===== config.mk =====
export PLATFORM = sky130hd
export DESIGN_NAME = serial_master_port
export DESIGN_NICKNAME = d
export VERILOG_FILES = /design/src/rtl/serial_master_port.sv
export SDC_FILE = /design/constraint.sdc
export NUM_CORES = 1
export LEC_CHECK = 0
export BUFFER_PORTS_ARGS = -buffer_cell sky130_fd_sc_hd__buf_2
export CORE_ASPECT_RATIO = 0.7
export CORE_UTILIZATION = 50
export DETAILED_ROUTE_END_ITERATION = 6
export HOLD_SLACK_MARGIN = 0.06
export PLACE_DENSITY = 0.8
export SLEW_MARGIN = 20
export SYNTH_ARGS = -nofsm -noshare
export SYNTH_HDL_FRONTEND = slang
export SYNTH_SLANG_ARGS = --single-unit

===== constraint.sdc =====
create_clock -name clk_i -period 2.3 [get_ports clk_i]
set_clock_uncertainty 0.15 [all_clocks]
set_input_delay 0.23 -clock clk_i [delete_from_list [all_inputs] [get_ports clk_i]]
set_output_delay 0.23 -clock clk_i [all_outputs]
set_load 0.03 [all_outputs]

===== src/rtl/serial_master_port.sv =====
// Master-side serial bus port: takes a parallel command, requests the bus,
// shifts the frame out MSB-first and collects the read response (split-aware).
module serial_master_port #(
    parameter int ADDR_W  = 16,
    parameter int DATA_W  = 8,
    parameter int TIMEOUT = 256
) (
    input  logic              clk_i,
    input  logic              rst_i,
    input  logic              start_i,
    input  logic              we_i,
    input  logic [ADDR_W-1:0] addr_i,
    input  logic [DATA_W-1:0] wdata_i,
    output logic              ready_o,
    output logic              done_o,
    output logic              err_o,
    output logic [DATA_W-1:0] rdata_o,
    output logic              req_o,
    input  logic              gnt_i,
    output logic              frame_o,
    output logic              sdata_o,
    output logic              svalid_o,
    input  logic              sdata_i,
    input  logic              svalid_i,
    input  logic              split_i
);

    localparam int FW = 1 + ADDR_W + DATA_W;
    localparam int CW = $clog2(FW + 1);
    localparam int RW = $clog2(DATA_W + 1);
    localparam int TW = $clog2(TIMEOUT + 1);

    typedef enum logic [2:0] {
        IDLE, REQ, SEND, RESP, SPLIT, DONE
    } state_t;

    state_t            state_q, state_d;
    logic              abort;
    logic              we_q;
    logic              err_q;
    logic [FW-1:0]     shreg;
    logic [CW-1:0]     bit_cnt;
    logic [CW-1:0]     last_bit;
    logic [RW-1:0]     rx_cnt;
    logic [DATA_W-1:0] rx_q;
    logic [TW-1:0]     to_cnt;
    logic              in_rx;
    logic              rx_last;
    logic              to_hit;

    assign last_bit = we_q ? CW'(FW - 1) : CW'(ADDR_W);
    assign in_rx    = (state_q == RESP) || (state_q == SPLIT);
    assign rx_last  = (rx_cnt == RW'(DATA_W - 1));
    assign to_hit   = (to_cnt == TW'(TIMEOUT - 1));

    always_ff @(posedge clk_i) begin
        if (rst_i) state_q <= IDLE;
        else       state_q <= state_d;
    end

    always_comb begin
        state_d = state_q;
        abort   = 1'b0;
        unique case (state_q)
            IDLE: if (start_i) state_d = REQ;
            REQ:  if (gnt_i) state_d = SEND;
            SEND: begin
                if (!gnt_i) begin
                    state_d = DONE;
                    abort   = 1'b1;
                end else if (bit_cnt == last_bit) begin
                    state_d = we_q ? DONE : RESP;
                end
            end
            RESP: begin
                if (!gnt_i) begin
                    state_d = DONE;
                    abort   = 1'b1;
                end else if (svalid_i) begin
                    if (rx_last) state_d = DONE;
                end else if (split_i) begin
                    state_d = SPLIT;
                end else if (to_hit) begin
                    state_d = DONE;
                    abort   = 1'b1;
                end
            end
            SPLIT: begin
                if (svalid_i) begin
                    state_d = rx_last ? DONE : RESP;
                end else if (to_hit) begin
                    state_d = DONE;
                    abort   = 1'b1;
                end
            end
            DONE:    state_d = IDLE;
            default: state_d = IDLE;
        endcase
    end

    always_ff @(posedge clk_i) begin
        if (rst_i) begin
            we_q    <= 1'b0;
            err_q   <= 1'b0;
            shreg   <= '0;
            bit_cnt <= '0;
            rx_cnt  <= '0;
            rx_q    <= '0;
            to_cnt  <= '0;
        end else begin
            if (state_q == IDLE && start_i) begin
                we_q   <= we_i;
                shreg  <= {we_i, addr_i, wdata_i};
                rx_cnt <= '0;
                rx_q   <= '0;
            end else if (state_q == SEND) begin
                shreg <= {shreg[FW-2:0], 1'b0};
            end
            bit_cnt <= (state_q == SEND) ? bit_cnt + 1'b1 : '0;
            if (in_rx && svalid_i) begin
                rx_q   <= {rx_q[DATA_W-2:0], sdata_i};
                rx_cnt <= rx_cnt + 1'b1;
            end
            // cleared outside RESP/SPLIT, on each bit, and when entering SPLIT
            if (in_rx && !svalid_i && !(state_q == RESP && split_i))
                to_cnt <= to_cnt + 1'b1;
            else
                to_cnt <= '0;
            if (state_d == DONE) err_q <= abort;
        end
    end

    always_comb begin
        ready_o  = 1'b0;
        done_o   = 1'b0;
        err_o    = 1'b0;
        rdata_o  = '0;
        req_o    = 1'b0;
        frame_o  = 1'b0;
        sdata_o  = 1'b0;
        svalid_o = 1'b0;
        unique case (state_q)
            IDLE: ready_o = 1'b1;
            REQ:  req_o = 1'b1;
            SEND: begin
                req_o    = 1'b1;
                frame_o  = 1'b1;
                svalid_o = 1'b1;
                sdata_o  = shreg[FW-1];
            end
            RESP: begin
                req_o   = 1'b1;
                frame_o = 1'b1;
            end
            SPLIT: req_o = 1'b1;
            DONE: begin
                done_o  = 1'b1;
                err_o   = err_q;
                rdata_o = err_q ? '0 : rx_q;
            end
            default: ready_o = 1'b0;
        endcase
    end

endmodule


==> results.tsv <==
stage	metric	value	unit
synth	Post-Syn Instances	327	
drt	Initial DRT Pass Iterations	4	
timing	setup TNS	0	ns
drt	antenna viol nets, final	0	
floorplanning	core footprint	4890	um^2
cts	root buffer cell	clkbuf_8	
grt	first-pass GRT wire length	9.50	mm
floorplanning	initial core utilization	53.3	%
timing	setup repair after global routing missed its margin	yes	
setup_path	CP max stage delay	0.34	ns
timing	Slew Limit Fails	0	
cts	Max clock buf depth	2	
setup_path	most frequent cell on the critical path	ha_1	
run_status	status	finished clean	
setup_path	Worst setup SP type	register	
drt	initial drt markers	179	
final_layout	Cell Count, Final, Fillers Out	453	
synth	Post-Syn Area	2600	um^2
min_path	Hold WC Path Type	in -> reg	
synth	register area share after synthesis	43.1	%
setup_path	WP data required	2.38	ns
final_layout	proportion of layout cells with a drive suffix above 1	18.2	%
setup_path	CP top delay family	compound AO/OA/AOI/OAI gates	
synth	yosys warns	0	
power_and_ir_drop	Power Dens Cells	607	nW/um^2
drt	via-per-instance ratio	5.34	
power_and_ir_drop	VDD IR-drop max	0.399	mV
cts	htree depth	2	
drt	Vias	2417	
cts	post-CTS setup buffers	0	
drt	WL/cell	12.7	um
timing	fin crit share	96.0	%
final_layout	Post-layout nets	421	
timing	fin crit period	2.21	ns
power_and_ir_drop	Overall Power	1.94	mW
grt	gr usage total	21.7	%
place	post-detail-place hpwl	3.72	mm
floorplanning	die area	5500	um^2
grt	initial antenna violation count	0	
synth	commonest cells in the synthesized netlist	63 x nand2_1, 56 x dfxtp_1, 42 x nor2_1, 24 x a311oi_1, 17 x a21oi_1	
timing	Setup Viol. Count Final	0	
setup_path	Setup CP Type	reg -> reg	
synth	syn nets	365	
cts	clock slew at reported path FFs	0.10	ns
setup_path	worst-path fanout max	4	
floorplanning	io pins	47	
synth	Yosys reg bits	56	
synth	Main synth FF type	dfxtp_1	
setup_path	CP Capture Type	register	
synth	Post-synth EDFFs	0	
floorplanning	Rows	21	
power_and_ir_drop	Leakage	1.24	nW
synth	FFs w/ async S/R, synth	0	%
floorplanning	Die X	88.2	um
place	Port Buffers	46	
grt	vias in the first global route	2145	
final_layout	antenna fix cells	0	
drt	Post-route DRC	0	
timing	max frequency	0.453	GHz
floorplanning	Die Ht	62.4	um
cts	clock sinks	56	
synth	Avg Inst Size Synth	7.96	um^2
place	RePlAce Congestion	0.907	
synth	most common cell in the netlist	nand2_1	
setup_path	CP Cell Sequence	ha_1 -> nand3_1 -> nor2_2 -> and3_1 -> ha_1 -> nor2_1 -> o32ai_2 -> a311oi_2 -> a211oi_1 -> a221oi_2	
timing	Final Hold Viols	0	
final_layout	layout overhead on the synthesized area	22.8	%
synth	Synth top area share	43.1	%
drt	final wirelength	5.77	mm
grt	largest net degree at the start of global routing	48	
synth	dominant cell type by area after synthesis	dfxtp_1	
setup_path	arrival time worst endpoint	2.29	ns
timing	measured slew at the worst slew-check pin	0.492	ns
timing	Max-Slew Margin vs Limit	67.2	%
grt	total congestion overflow	0	
cts	CTS tree	yes	
cts	Num CTS Buffers	5	
synth	synth top area cells	dfxtp_1 43%, nand2_1 9.1%, a311oi_1 8.1%, nor2_1 6.1%, a21oi_1 3.3%	
setup_path	Buffers & Inverters on Critical Path	0	
setup_path	Worst path slowest cell	dfxtp_2	
place	placed cells	423	
synth	Synth cell types	39	
flow_run	max-cap viol count	0	
cts	Skew-Pair Late Insertion Delay	0.31	ns
-- repair_timing --
item / CTS / global route
setup endpoints to repair: 1 / 9
resized for setup: 1 / 6
pin swaps: 0 / 1
endpoints found under the hold margin: 22 / 0
hold buffers: 22 / 0
-- logic make-up (layout without fill, tap and decap cells) --
kind of cell,after synthesis,count (layout),share of synthesized area (%)
AO/OA/AOI/OAI,62,62,17.4
XOR/XNOR,9,9,3.03
adder cells (fa/ha/maj),6,6,2.88
buffers and inverters,34,91,5.53
flip-flops,56,56,43.1
AND/OR/NAND/NOR,160,160,28.1
-- state kept, by name, summed over array words and instances, names as in the netlist --
register / count
shreg: 25
to_cnt: 9
rx_q: 8
bit_cnt: 5
rx_cnt: 4
state_q: 3
err_q: 1
we_q: 1
-- final timing paths --
| path | startpoint | endpoint | slack [ns] | cells after the start |
|---|---|---|---|---|
| max | to_cnt[0] | err_q | 0.09 | 10 |
| min | addr_i[8] | shreg[16] | 0.07 | 3 |
| max reg2reg | to_cnt[0] | err_q | 0.09 | 10 |
| min reg2reg | to_cnt[0] | to_cnt[0] | 0.28 | 1 |
-- layout by cell type, fill, tap and decap left out, drive strengths merged, types with 2 or more instances in the layout --
cell type / Yosys / routed
dfxtp: 56 / 56
clkbuf: 14 / 6
a311oi: 24 / 24
clkinvlp: 0 / 2
inv: 8 / 8
or3b: 2 / 2
o21ai: 5 / 5
nor2b: 2 / 2
dlygate4sd3: 0 / 22
nor2: 42 / 42
xor2: 5 / 5
nor3: 8 / 8
a21oi: 17 / 17
nand2: 63 / 63
buf: 11 / 52
o21bai: 2 / 2
nand3b: 6 / 6
o21a: 3 / 3
and2: 4 / 4
and3: 10 / 10
xnor2: 4 / 4
ha: 6 / 6
nand3: 16 / 16
a211oi: 3 / 3
-- worst min-delay path: stages --
cell and delay, ns:
buf_2 0.10, nor2_1 0.10, a311oi_1 0.06
-- through the flow --
| step | hold WS [ns] | worst slack [ns] | utilization (%) | instance area, um^2 |
|---|---|---|---|---|
| 3_3_place_gp | 0.291 | 0.0515 | 58.4 | 2860 |
| 3_5_place_dp | 0.298 | -0.0241 | 58.4 | 2860 |
| 4_1_cts | 0.0666 | 0.00919 | 65.0 | 3170 |
| 5_1_grt | 0.0620 | -0.0698 | 65.4 | 3200 |
| 6_report | 0.0687 | 0.0917 | 65.4 | 3200 |
| 2_1_floorplan | 0.216 | 0.00424 | - | 2600 |
-- cell type report --
cell class	count	area [um^2]
Clock inverter	2	15.0
Timing Repair Buffer	74	495
Tap cell	69	86.3
Inverter	9	33.8
Sequential cell	56	1120
Fill cell	406	1690
Multi-Input combinational cell	237	1360
Clock buffer	6	82.6
-- power by group --
group | internal (mW) | switching (mW) | total, mW
sequential | 1.03 | 0.0394 | 1.07
combinational | 0.131 | 0.181 | 0.312
clock | 0.244 | 0.317 | 0.561
-- metal layers --
layer  GRT usage (%)  wire [um]  vias up
met5               0          0        -
met4            7.86         91        0
met3            4.65        285       10
met2            33.9       2600       73
met1            29.2       2800     1090
li1                -          -     1244
No activity file was read; power rests on OpenSTA's default activity.
